==> src/rtl/arcdvi_pkg.sv <==
// Shared constants for the ArcDVI capture top: register map, SPI command codes
// and the positions of the fields inside the 48-bit SPI frame.
package arcdvi_pkg;

    localparam logic [11:0] ADDR_VIDC_BASE = 12'h000;
    localparam logic [11:0] ADDR_ID        = 12'h800;
    localparam logic [11:0] ADDR_STATUS    = 12'h804;
    localparam logic [11:0] ADDR_CTRL      = 12'h808;
    localparam logic [11:0] ADDR_DMA       = 12'h80C;

    localparam logic [1:0] SPI_CMD_READ  = 2'b00;
    localparam logic [1:0] SPI_CMD_WRITE = 2'b01;

    localparam logic [5:0] SPI_FRAME_BITS = 6'd48;
    localparam logic [5:0] SPI_HDR_BITS   = 6'd16;

    // Frame bit positions; the header is extracted once 16 bits have arrived,
    // so header fields are addressed relative to bit 32 of the frame.
    localparam int FRAME_CMD_MSB  = 47;
    localparam int FRAME_ADDR_MSB = 45;
    localparam int FRAME_ADDR_LSB = 34;
    localparam int FRAME_HDR_LSB  = 32;

    function automatic logic is_vidc_addr(input logic [11:0] addr);
        return addr[11:6] == ADDR_VIDC_BASE[11:6];
    endfunction

endpackage

==> src/rtl/arcdvi_spi_slave.sv <==
// Mode-0 48-bit SPI slave running entirely in the system clock domain; the SPI
// pins are synchronised and only detected rising edges of sclk advance it.
module arcdvi_spi_slave
    import arcdvi_pkg::*;
#(
    parameter int SYNC_STAGES = 2
) (
    input  logic        clk_i,
    input  logic        rst_i,
    input  logic        spi_clk_i,
    input  logic        spi_ncs_i,
    input  logic        spi_din_i,
    output logic        spi_dout_o,
    output logic [11:0] addr_o,
    output logic        rd_strobe_o,
    output logic        wr_strobe_o,
    output logic [31:0] wdata_o,
    input  logic [31:0] rdata_i
);

    logic [SYNC_STAGES-1:0] sclk_sync_q;
    logic [SYNC_STAGES-1:0] ncs_sync_q;
    logic [SYNC_STAGES-1:0] din_sync_q;

    always_ff @(posedge clk_i) begin
        if (rst_i) begin
            sclk_sync_q <= '0;
            ncs_sync_q  <= '1;
            din_sync_q  <= '0;
        end else begin
            sclk_sync_q <= {sclk_sync_q[SYNC_STAGES-2:0], spi_clk_i};
            ncs_sync_q  <= {ncs_sync_q[SYNC_STAGES-2:0], spi_ncs_i};
            din_sync_q  <= {din_sync_q[SYNC_STAGES-2:0], spi_din_i};
        end
    end

    logic sclk_s, ncs_s, din_s, rise;
    assign sclk_s = sclk_sync_q[SYNC_STAGES-1];
    assign ncs_s  = ncs_sync_q[SYNC_STAGES-1];
    assign din_s  = din_sync_q[SYNC_STAGES-1];

    logic        sclk_prev_q;
    logic [5:0]  bit_cnt_q;
    logic [30:0] sh_q;
    logic [31:0] sh_next;
    logic [1:0]  cmd_q;
    logic [11:0] addr_q;
    logic [30:0] out_q;
    logic        dout_q;
    logic        rd_q;
    logic        wr_q;
    logic [31:0] wdata_q;

    assign rise    = sclk_s & ~sclk_prev_q;
    assign sh_next = {sh_q, din_s};

    // Strobe interface: rd_strobe_o / wr_strobe_o are single-cycle pulses with
    // addr_o (and wdata_o for writes) valid in the same cycle; the register
    // file must present rdata_i combinationally during rd_strobe_o.
    always_ff @(posedge clk_i) begin
        if (rst_i) begin
            sclk_prev_q <= 1'b0;
            bit_cnt_q   <= '0;
            sh_q        <= '0;
            cmd_q       <= SPI_CMD_READ;
            addr_q      <= '0;
            out_q       <= '0;
            dout_q      <= 1'b0;
            rd_q        <= 1'b0;
            wr_q        <= 1'b0;
            wdata_q     <= '0;
        end else begin
            sclk_prev_q <= sclk_s;
            rd_q        <= 1'b0;
            wr_q        <= 1'b0;
            if (ncs_s) begin
                bit_cnt_q <= '0;
                out_q     <= '0;
                dout_q    <= 1'b0;
            end else if (rd_q) begin
                out_q  <= rdata_i[30:0];
                dout_q <= rdata_i[31];
            end else if (rise && bit_cnt_q != SPI_FRAME_BITS) begin
                sh_q      <= sh_next[30:0];
                bit_cnt_q <= bit_cnt_q + 6'd1;
                if (bit_cnt_q >= SPI_HDR_BITS) begin
                    dout_q <= out_q[30];
                    out_q  <= {out_q[29:0], 1'b0};
                end
                if (bit_cnt_q == SPI_HDR_BITS - 6'd1) begin
                    cmd_q  <= sh_next[FRAME_CMD_MSB-FRAME_HDR_LSB -: 2];
                    addr_q <= sh_next[FRAME_ADDR_MSB-FRAME_HDR_LSB : FRAME_ADDR_LSB-FRAME_HDR_LSB];
                    rd_q   <= 1'b1;
                end
                if (bit_cnt_q == SPI_FRAME_BITS - 6'd1 && cmd_q == SPI_CMD_WRITE) begin
                    wr_q    <= 1'b1;
                    wdata_q <= sh_next;
                end
            end
        end
    end

    assign spi_dout_o  = dout_q;
    assign addr_o      = addr_q;
    assign rd_strobe_o = rd_q;
    assign wr_strobe_o = wr_q;
    assign wdata_o     = wdata_q;

endmodule

==> src/rtl/soc_top_arcdvi.sv <==
// ArcDVI capture top: snoops the VIDC bus into a shadow register file, keeps
// frame/DMA statistics and serves everything to the MCU through the SPI slave.
module soc_top_arcdvi
    import arcdvi_pkg::*;
#(
    parameter int          SYNC_STAGES = 2,
    parameter logic [31:0] ID_VALUE    = 32'h41524344
) (
    input  logic        clk_in,
    input  logic        reset,
    input  logic        spi_clk,
    input  logic        spi_ncs,
    input  logic        spi_din,
    output logic        spi_dout,
    input  logic [31:0] vidc_d,
    input  logic        vidc_nvidw,
    input  logic        vidc_nvcs,
    input  logic        vidc_nhs,
    input  logic        vidc_nsndrq,
    input  logic        vidc_nvidrq,
    input  logic        vidc_flybk,
    input  logic        vidc_ckin,
    input  logic        vidc_nsndak,
    input  logic        vidc_nvidak
);

    // Data and strobes share one synchroniser chain so vidc_d is seen in the
    // same cycle as the strobe edge; active-low pins reset to their idle level.
    localparam logic [40:0] SNOOP_IDLE = {32'h0, 5'b11111, 2'b00, 2'b11};

    logic [40:0] snoop_raw;
    logic [40:0] snoop_sync_q [SYNC_STAGES];
    logic [40:0] snoop_s;

    assign snoop_raw = {vidc_d, vidc_nvidw, vidc_nvcs, vidc_nhs, vidc_nsndrq,
                        vidc_nvidrq, vidc_flybk, vidc_ckin, vidc_nsndak, vidc_nvidak};

    always_ff @(posedge clk_in) begin
        if (reset) begin
            for (int i = 0; i < SYNC_STAGES; i++) snoop_sync_q[i] <= SNOOP_IDLE;
        end else begin
            snoop_sync_q[0] <= snoop_raw;
            for (int i = 1; i < SYNC_STAGES; i++) snoop_sync_q[i] <= snoop_sync_q[i-1];
        end
    end

    assign snoop_s = snoop_sync_q[SYNC_STAGES-1];

    logic [31:0] d_s;
    logic        nvidw_s, nvcs_s, nvidak_s;
    assign d_s      = snoop_s[40:9];
    assign nvidw_s  = snoop_s[8];
    assign nvcs_s   = snoop_s[7];
    assign nvidak_s = snoop_s[0];

    logic [11:0] spi_addr;
    logic        spi_rd_strobe, spi_wr_strobe;
    logic [31:0] spi_wdata, spi_rdata;

    arcdvi_spi_slave #(.SYNC_STAGES(SYNC_STAGES)) u_spi (
        .clk_i       (clk_in),
        .rst_i       (reset),
        .spi_clk_i   (spi_clk),
        .spi_ncs_i   (spi_ncs),
        .spi_din_i   (spi_din),
        .spi_dout_o  (spi_dout),
        .addr_o      (spi_addr),
        .rd_strobe_o (spi_rd_strobe),
        .wr_strobe_o (spi_wr_strobe),
        .wdata_o     (spi_wdata),
        .rdata_i     (spi_rdata)
    );

    // Reads have no side effects, so the read strobe is not needed here.
    logic unused_snoop;
    assign unused_snoop = ^{d_s[25:24], snoop_s[6:1], spi_rd_strobe};

    logic        nvidw_prev_q, nvcs_prev_q, nvidak_prev_q;
    logic        wr_edge, vs_edge, ak_edge;
    logic [23:0] shadow_q [64];
    logic [15:0] frame_q, dma_q, dma_last_q;
    logic [31:0] ctrl_q;
    logic        locked_q;

    assign wr_edge = nvidw_prev_q & ~nvidw_s;
    assign vs_edge = nvcs_prev_q & ~nvcs_s;
    assign ak_edge = nvidak_prev_q & ~nvidak_s;

    always_ff @(posedge clk_in) begin
        if (reset) begin
            nvidw_prev_q  <= 1'b1;
            nvcs_prev_q   <= 1'b1;
            nvidak_prev_q <= 1'b1;
            for (int i = 0; i < 64; i++) shadow_q[i] <= '0;
            frame_q    <= '0;
            dma_q      <= '0;
            dma_last_q <= '0;
            ctrl_q     <= '0;
            locked_q   <= 1'b0;
        end else begin
            nvidw_prev_q  <= nvidw_s;
            nvcs_prev_q   <= nvcs_s;
            nvidak_prev_q <= nvidak_s;

            if (wr_edge) shadow_q[d_s[31:26]] <= d_s[23:0];

            if (vs_edge) begin
                frame_q    <= frame_q + 16'd1;
                dma_last_q <= dma_q;
                dma_q      <= '0;
            end else if (ak_edge && dma_q != 16'hFFFF) begin
                dma_q <= dma_q + 16'd1;
            end

            // An SPI write to ctrl takes priority over a coincident vsync.
            if (spi_wr_strobe && spi_addr == ADDR_CTRL) begin
                ctrl_q <= spi_wdata;
                if (!spi_wdata[0]) locked_q <= 1'b0;
            end else if (vs_edge && ctrl_q[0]) begin
                ctrl_q[0] <= 1'b0;
                locked_q  <= 1'b1;
            end
        end
    end

    always_comb begin
        spi_rdata = '0;
        if (is_vidc_addr(spi_addr)) begin
            spi_rdata = {8'h0, shadow_q[spi_addr[5:0]]};
        end else begin
            case (spi_addr)
                ADDR_ID:     spi_rdata = ID_VALUE;
                ADDR_STATUS: spi_rdata = {frame_q, 15'h0, locked_q};
                ADDR_CTRL:   spi_rdata = ctrl_q;
                ADDR_DMA:    spi_rdata = {16'h0, dma_last_q};
                default:     spi_rdata = '0;
            endcase
        end
    end

endmodule

==> config.mk <==
export PLATFORM = sky130hd
export DESIGN_NAME = soc_top_arcdvi
export DESIGN_NICKNAME = d
export VERILOG_FILES = /design/src/rtl/arcdvi_pkg.sv /design/src/rtl/arcdvi_spi_slave.sv /design/src/rtl/soc_top_arcdvi.sv
export SDC_FILE = /design/constraint.sdc
export NUM_CORES = 2
export LEC_CHECK = 0
export CAP_MARGIN = 15
export CELL_PAD_IN_SITES_DETAIL_PLACEMENT = 1
export CELL_PAD_IN_SITES_GLOBAL_PLACEMENT = 2
export CORE_UTILIZATION = 40
export CTS_CLUSTER_SIZE = 16
export DETAILED_ROUTE_END_ITERATION = 7
export PLACE_DENSITY_LB_ADDON = 0.1
export SYNTH_ARGS = -nofsm -noshare
export SYNTH_HDL_FRONTEND = slang
export SYNTH_HIERARCHICAL = 1
export SYNTH_SLANG_ARGS = --single-unit
export TNS_END_PERCENT = 10
==> constraint.sdc <==
create_clock -name clk_in -period 7.8 [get_ports clk_in]
set_input_delay 1.17 -clock clk_in [delete_from_list [all_inputs] [get_ports clk_in]]
set_output_delay 1.17 -clock clk_in [all_outputs]
set_load 0.01 [all_outputs]
# [Yosys cells after proc, flatten, opt, wreduce, memory -nomap -nowiden]
# Memories as Yosys holds them, arrays and structs flattened. A register that Yosys moved wholly into a read port is not among the register bits.
# Cells that the tools add are included.
[word_totals] ff_bits=208 mem_bits_rw=1618 inputBits=46 out_inout_bits=1 elab_cells=98 n_memories=2
[op_classes] addsub=3 order_cmp=1 eq_ne=10 n_mux=28 bitwise=13 n_reduce_logical=19
[memory_table] memory="shadow_q" depth=64 width=24 read_ports=1 rd_clocked_by_memory_dff=1 wr=64 line="soc_top_arcdvi.sv:80" source="logic [23:0] shadow_q [64];"
[memory_table] memory="snoop_sync_q" depth=2 width=41 read_ports=2 rd_clocked_by_memory_dff=0 wr=2 line="soc_top_arcdvi.sv:32" source="logic [40:0] snoop_sync_q [SYNC_STAGES];"
[ops] operator="$pmux W32 S4" count=1
[ops] operator="$mux W31" count=3
[ops] operator="$mux W41" count=2
[ops] operator="$eq A12 B12 Y1 const B" count=4
[ops] operator="$add A16 B1 Y16 const B" count=2
[ops] operator="$mux W32" count=1
[ops] operator="$mux W24" count=1
[ops] operator="$reduce_or A24 Y1" count=1
[ops] operator="$mux W6" count=3
[ops] operator="$mux W1" count=17
[ops] operator="$ne A16 B16 Y1 const B" count=1
[ops] operator="$reduce_and A4 Y1" count=2
[ops] operator="$not A1 Y1" count=7
[ops] operator="$add A6 B1 Y6 const B" count=1
[ops] operator="$eq A6 B4 Y1 const B" count=1
[ops] operator="$eq A6 B6 Y1 const B" count=1
[ops] operator="$ge A6 B5 Y1 const B" count=1
[ops] operator="$logic_not A6 Y1" count=1
[ops] operator="$ne A6 B6 Y1 const B" count=1
[ops] operator="$reduce_and A2 Y1" count=3
[ops] operator="$reduce_bool A2 Y1" count=3
[ops] operator="$logic_and A1 B1 Y1" count=5
[ops] operator="$and A1 B1 Y1" count=4
[ops] operator="$reduce_or A2 Y1" count=2
[ops] operator="other kinds (5)" count=6

# [Depth between registers and ports, before layout]
[logic_depth] depth_word=7 ltp_mapped=14 ltp_nobuf=8

# [By module]
# Netlist, hierarchy kept.
[by_module_without_submodules] mod="soc_top_arcdvi" instances=1 cells_each=5541 area_each_um2=76166.8 seq_area_each_um2=49127.1
[by_module_without_submodules] mod="arcdvi_spi_slave" instances=1 cells_each=534 area_each_um2=4740.8 seq_area_each_um2=2482.4

# [Worst setup path before layout]
# OpenSTA, ideal clock, no wires.
[synth_timing] path_type="in2reg" startpoint="input port reset" endpoint="memory shadow_q[56][0], enable pin" setup_ns=0.358 arrival_ns=2.827 required_time_ns=7.442 setup_slack_ns=4.615 cell_stages=7 path_buffers=2 cell_sequence="clkbuf_1 or2_1 clkbuf_1 nor2_1 nand4_1 nor2b_1 or2_2"
[synth_lines] element="start, declared" line="soc_top_arcdvi.sv:10" source="input logic reset,"
[synth_lines] element="end, declared" line="soc_top_arcdvi.sv:80"

# [Final worst setup path]
[layout_timing] startpoint="register u_spi.addr_q[1] (netlist: u_spi/addr_o[1])" endpoint="register u_spi.out_q[17]"
[layout_via] elab_chain_len=4 word_cells_on_any_way=7 cone_classes="eq/ne (4); mux (3)"
[layout_lines] element="start, declared" line="arcdvi_spi_slave.sv:47" source="logic [11:0] addr_q;"
[layout_lines] element="start signal, assigned" line="arcdvi_spi_slave.sv:92" source="addr_q <= sh_next[FRAME_ADDR_MSB-FRAME_HDR_LSB : FRAME_ADDR_LSB-FRAME_HDR_LSB];"
[layout_lines] element="$eq A12 B12 Y1" line="soc_top_arcdvi.sv:131" source="case (spi_addr)"
[layout_lines] element="$pmux W32 S4 *" line="soc_top_arcdvi.sv:131"
[layout_lines] element="$mux W32 *" line="soc_top_arcdvi.sv:128" source="if (is_vidc_addr(spi_addr)) begin"
[layout_lines] element="via spi_rdata[17]" line="soc_top_arcdvi.sv:58" source="logic [31:0] spi_wdata, spi_rdata;"
[layout_lines] element="$mux W31 *" line="arcdvi_spi_slave.sv:80" source="end else if (rd_q) begin"
[layout_lines] element="end signal, assigned" line="arcdvi_spi_slave.sv:81" source="out_q <= rdata_i[30:0];"
[layout_lines] element="end signal, assigned" line="arcdvi_spi_slave.sv:88" source="out_q <= {out_q[29:0], 1'b0};"
[layout_lines] element="end, declared" line="arcdvi_spi_slave.sv:48" source="logic [30:0] out_q;"
# The timed path passes the listed nets; every way through them passes the cells marked *.
# A chain may end at the register's enable or synchronous reset.

==> out/qor.yml <==
worst_hold_path:
  hold_end: "snoop_sync_q[0][49]$_SDFF_PP1_"
  hp-class: "reg -> reg"
  min_from: "snoop_sync_q[0][8]$_SDFF_PP1_"
  holdPathStages: 1
floorplan:
  rows: 164
  core_area_sq_um: 200000
  fp.dieH_um: 452
  die_w_um: 452
  initial_utilization_pct: 40.4
  io_pins: 47
  die-area_sq_um: 204000
cts:
  ctsResizeCount: 0
  cts-root-buf: "clkbuf_16"
  cts.htree.levels: 4
  ctsHoldBuffers: 0
  clkTransAtPathRegs_ps: 60
  cts_setup_buffers: 0
  cts_tree: "yes"
  cts_buffer_depth: 3
  cts.sinks: 1810
  clkLatencyLatePin_ps: 870
  cts_buffers: 205
global_route:
  grt_pass1_vias: 49600
  use_met3_pct: 3.80
  grtUsageMet1_pct: 39.1
  antenna_found_initial: 22
  grt_pass1_wl_um: 381000
  grt-ovfl-total: 0
  grt.total_usage_pct: 26.5
  grt_max_degree: 129
  grt_use_met2_pct: 40.7
  grt.busiest_layer: "met2"
placement:
  io_buffers: 38
  hpwl_um: 158000
  dp_slack_ps: 3150
  place.gp.congestion: 0.812
setup_path:
  critPathKind: "reg -> reg"
  worstPathRequired_ps: 8500
  rr_worst_depth: 10
  crit_fanout: 84
  crit_family: "simple AND/OR/NAND/NOR gates"
  rrSetupSlack_ps: 3180
  r2r_end: "u_spi/out_q[17]$_SDFFE_PP0P_"
  crit_path_end_kind: "flip-flop"
  arrival_ps: 5320
  cp_slowest_stage_delay_ps: 1040
  slowest_stage: "nor3_1"
  path_buf_inv: 2
  regToRegStartpoint: "u_spi/addr_o[1]$_SDFFE_PP0P_"
  path_cells: "buf_12, buf_4, mux2i_1, o22ai_1, nor3_1, nand3_1, a32oi_1, o21ai_0, mux2i_1, a211oi_1"
  start_kind: "flip-flop"
  cpMostUsedCell: "mux2i_1"
sta:
  max_freq_ghz: 0.216
  setup_tns_ps: 0
  fin_ws_ps: 3180
  hold_viol_final: 0
  worstMarginPinSlew_ps: 1250
  finalSetupViolCount: 0
  finalCriticalPeriod_ps: 4620
  worst_clock_skew_ps: 39.2
  slew_viol_final: 0
  rsz0062_at_grt: "false"
  slew-limit-headroom_pct: 15.9
  holdWs_ps: 404
  final.period_utilization_pct: 59.2
synth:
  ys_async_sr_fraction_pct: 0
  ys.flop_type: "edfxtp_1"
  synth_edf_count: 1536
  syn_avg_cell_area_sq_um: 13.3
  synth_area_leaders: "edfxtp_1 (57%), and2_1 (12%), dfxtp_1 (6.8%)"
  postSynthCellCount: 6075
  syn_area_sq_um: 80900
  synth_seq_cells: 1810
  synth_top_area_cell: "edfxtp_1"
  yosysWarnings: 6
  synth_top_cell_area_share_pct: 57.0
  synth_cell_types: 79
  synth_nets: 6125
  yosysSeqAreaShare_pct: 63.8
drt:
  vias: 49400
  routed_via_density: 5.63
  post_drt_wl_per_cell_um: 31.0
  drcViolationCount: 0
  antenna_left: 0
  first_pass_iters: 5
  drt_iter0_markers: 4984
  totalWireLength_um: 272000
power_and_ir_drop:
  power_density_nw_per_um2: 231
  p_leak_nw: 30.4
  vdd_drop_max_v: 0.000229
cells_and_area:
  fill_cells: 20100
  ff_latch_area_sq_um: 51700
  drive_above_1_share_pct: 13.8
  finalNetCount: 5967
  area_delta_synth_final_pct: 11.2
  multi_input_area_sq_um: 26800
run_status:
  status: "finished clean"
job:
  maxCapViolations: 0
flip-flops by register name, summed over array words and instances (netlist names), 2 cells and up:
signal	count
shadow_q	1536
snoop_sync_q	66
ctrl_q	32
u_spi/wdata_o	32
u_spi/out_q	31
u_spi/sh_q	31
dma_last_q	16
dma_q	16
frame_q	16
u_spi/addr_o	12
u_spi/bit_cnt_q	6
u_spi/cmd_q	2
u_spi/din_sync_q	2
u_spi/ncs_sync_q	2
u_spi/sclk_sync_q	2
synth_stat cells (all sizes together) (5+ instances only):
cell and instances:
mux2i 408, nand4 8, xnor2 8, or3b 6, clkbuf 391, edfxtp 1536, a211oi 49, nand3 37
nor4 15, or4 5, inv 17, nor2b 76, o221ai 11, a2111oi 8, or3 21, or2 81
nand2 355, a211o 7, nor3 51, and2 1544, mux2 11, dfxtp 274, buf 178, a31oi 16
nor2 179, o22ai 130, xor2 20, and3 14, mux4 200, nand3b 12, nand2b 10, o2bb2ai 9
a221oi 5, o211ai 14, o31ai 5, o21ai 59, a22o 14, a21oi 202, a22oi 43
worst register-to-register path, delay by kind of cell (launching register included):
family	cells	cell delay, ps
AND/OR/NAND/NOR	2	1330
buffers and inverters	2	1310
AO/OA/AOI/OAI	4	800
flip-flops	1	510
multiplexers	2	500
layout by cell type, fill, tap and decap left out, drive strengths merged, types with 7 or more instances in the layout:
cell type      instances
a2111oi                8
a211o                  7
a211oi                49
a21oi                202
a22o                  14
a22oi                 43
a31oi                 16
and2                1544
and3                  14
buf                  167
clkbuf               298
clkdlybuf4s50         37
clkinv                75
dfxtp                274
diode                 12
edfxtp              1536
inv                   25
mux2                  11
mux2i                408
mux4                 200
nand2                355
nand2b                10
nand3                 37
nand3b                12
nand4                  8
nor2                 179
nor2b                 76
nor3                  51
nor4                  15
o211ai                14
o21ai                 59
o221ai                11
o22ai                130
o2bb2ai                9
or2                   81
or3                   21
xnor2                  8
xor2                  20
through the flow:
step	util, %	cells	area, sq um	total power [W]
finish	44.9	8765	90000	0.0208
global route	44.9	8755	89900	0.0214
CTS	44.9	8753	89900	0.0210
detailed placement	41.7	8366	83500	0.0117
global placement	41.7	8366	83500	0.0117
floorplan	-	6075	80900	0.0114
area by class of cell:
class,instances,share of cell area (%)
antenna,12,0.0334
clock buffer,298,6.38
clock inverter,89,0.725
inverter,18,0.0751
multi-input combinational,3678,29.8
sequential,1810,57.4
tap,2656,3.69
timing repair buffer,204,1.88
logic make-up after synthesis:
group                      after synthesis  synth area share, %
AOI/OAI and AO/OA                      605                 4.73
xor gates and xnor gates                28                0.303
adders and majority gates                4               0.0619
buffers and inverters                  587                 3.24
DFF                                   1810                 63.8
muxes                                  619                 10.8
and+or+nand+nor                       2422                 17.1
power by group:
part           internal, W  switching [W]  total [W]
registers           0.0108      0.0000982     0.0109
clock network      0.00524        0.00405    0.00929
logic             0.000151       0.000496   0.000647
worst max-delay path by stage:
stage                                             from                             end  slack (ps)  cells after the start
after floorplan                                  reset   shadow_q[56][0]$_SDFFCE_PN0P_        4620                      7
after global placement                           reset  shadow_q[11][14]$_SDFFCE_PN0P_        3200                      6
after detailed placement                         reset   shadow_q[11][5]$_SDFFCE_PN0P_        3150                      6
after CTS                 u_spi/addr_o[1]$_SDFFE_PP0P_    u_spi/out_q[17]$_SDFFE_PP0P_        3160                     10
final                     u_spi/addr_o[1]$_SDFFE_PP0P_    u_spi/out_q[17]$_SDFFE_PP0P_        3180                     10
after global routing      u_spi/addr_o[1]$_SDFFE_PP0P_    u_spi/out_q[17]$_SDFFE_PP0P_        2960                     10
layer usage:
layer	wire length, um	vias up
li1	-	21400
met1	126000	26200
met2	123000	1463
met3	16600	288
met4	6580	2
met5	13	-
(Power assumes the default switching activity.)
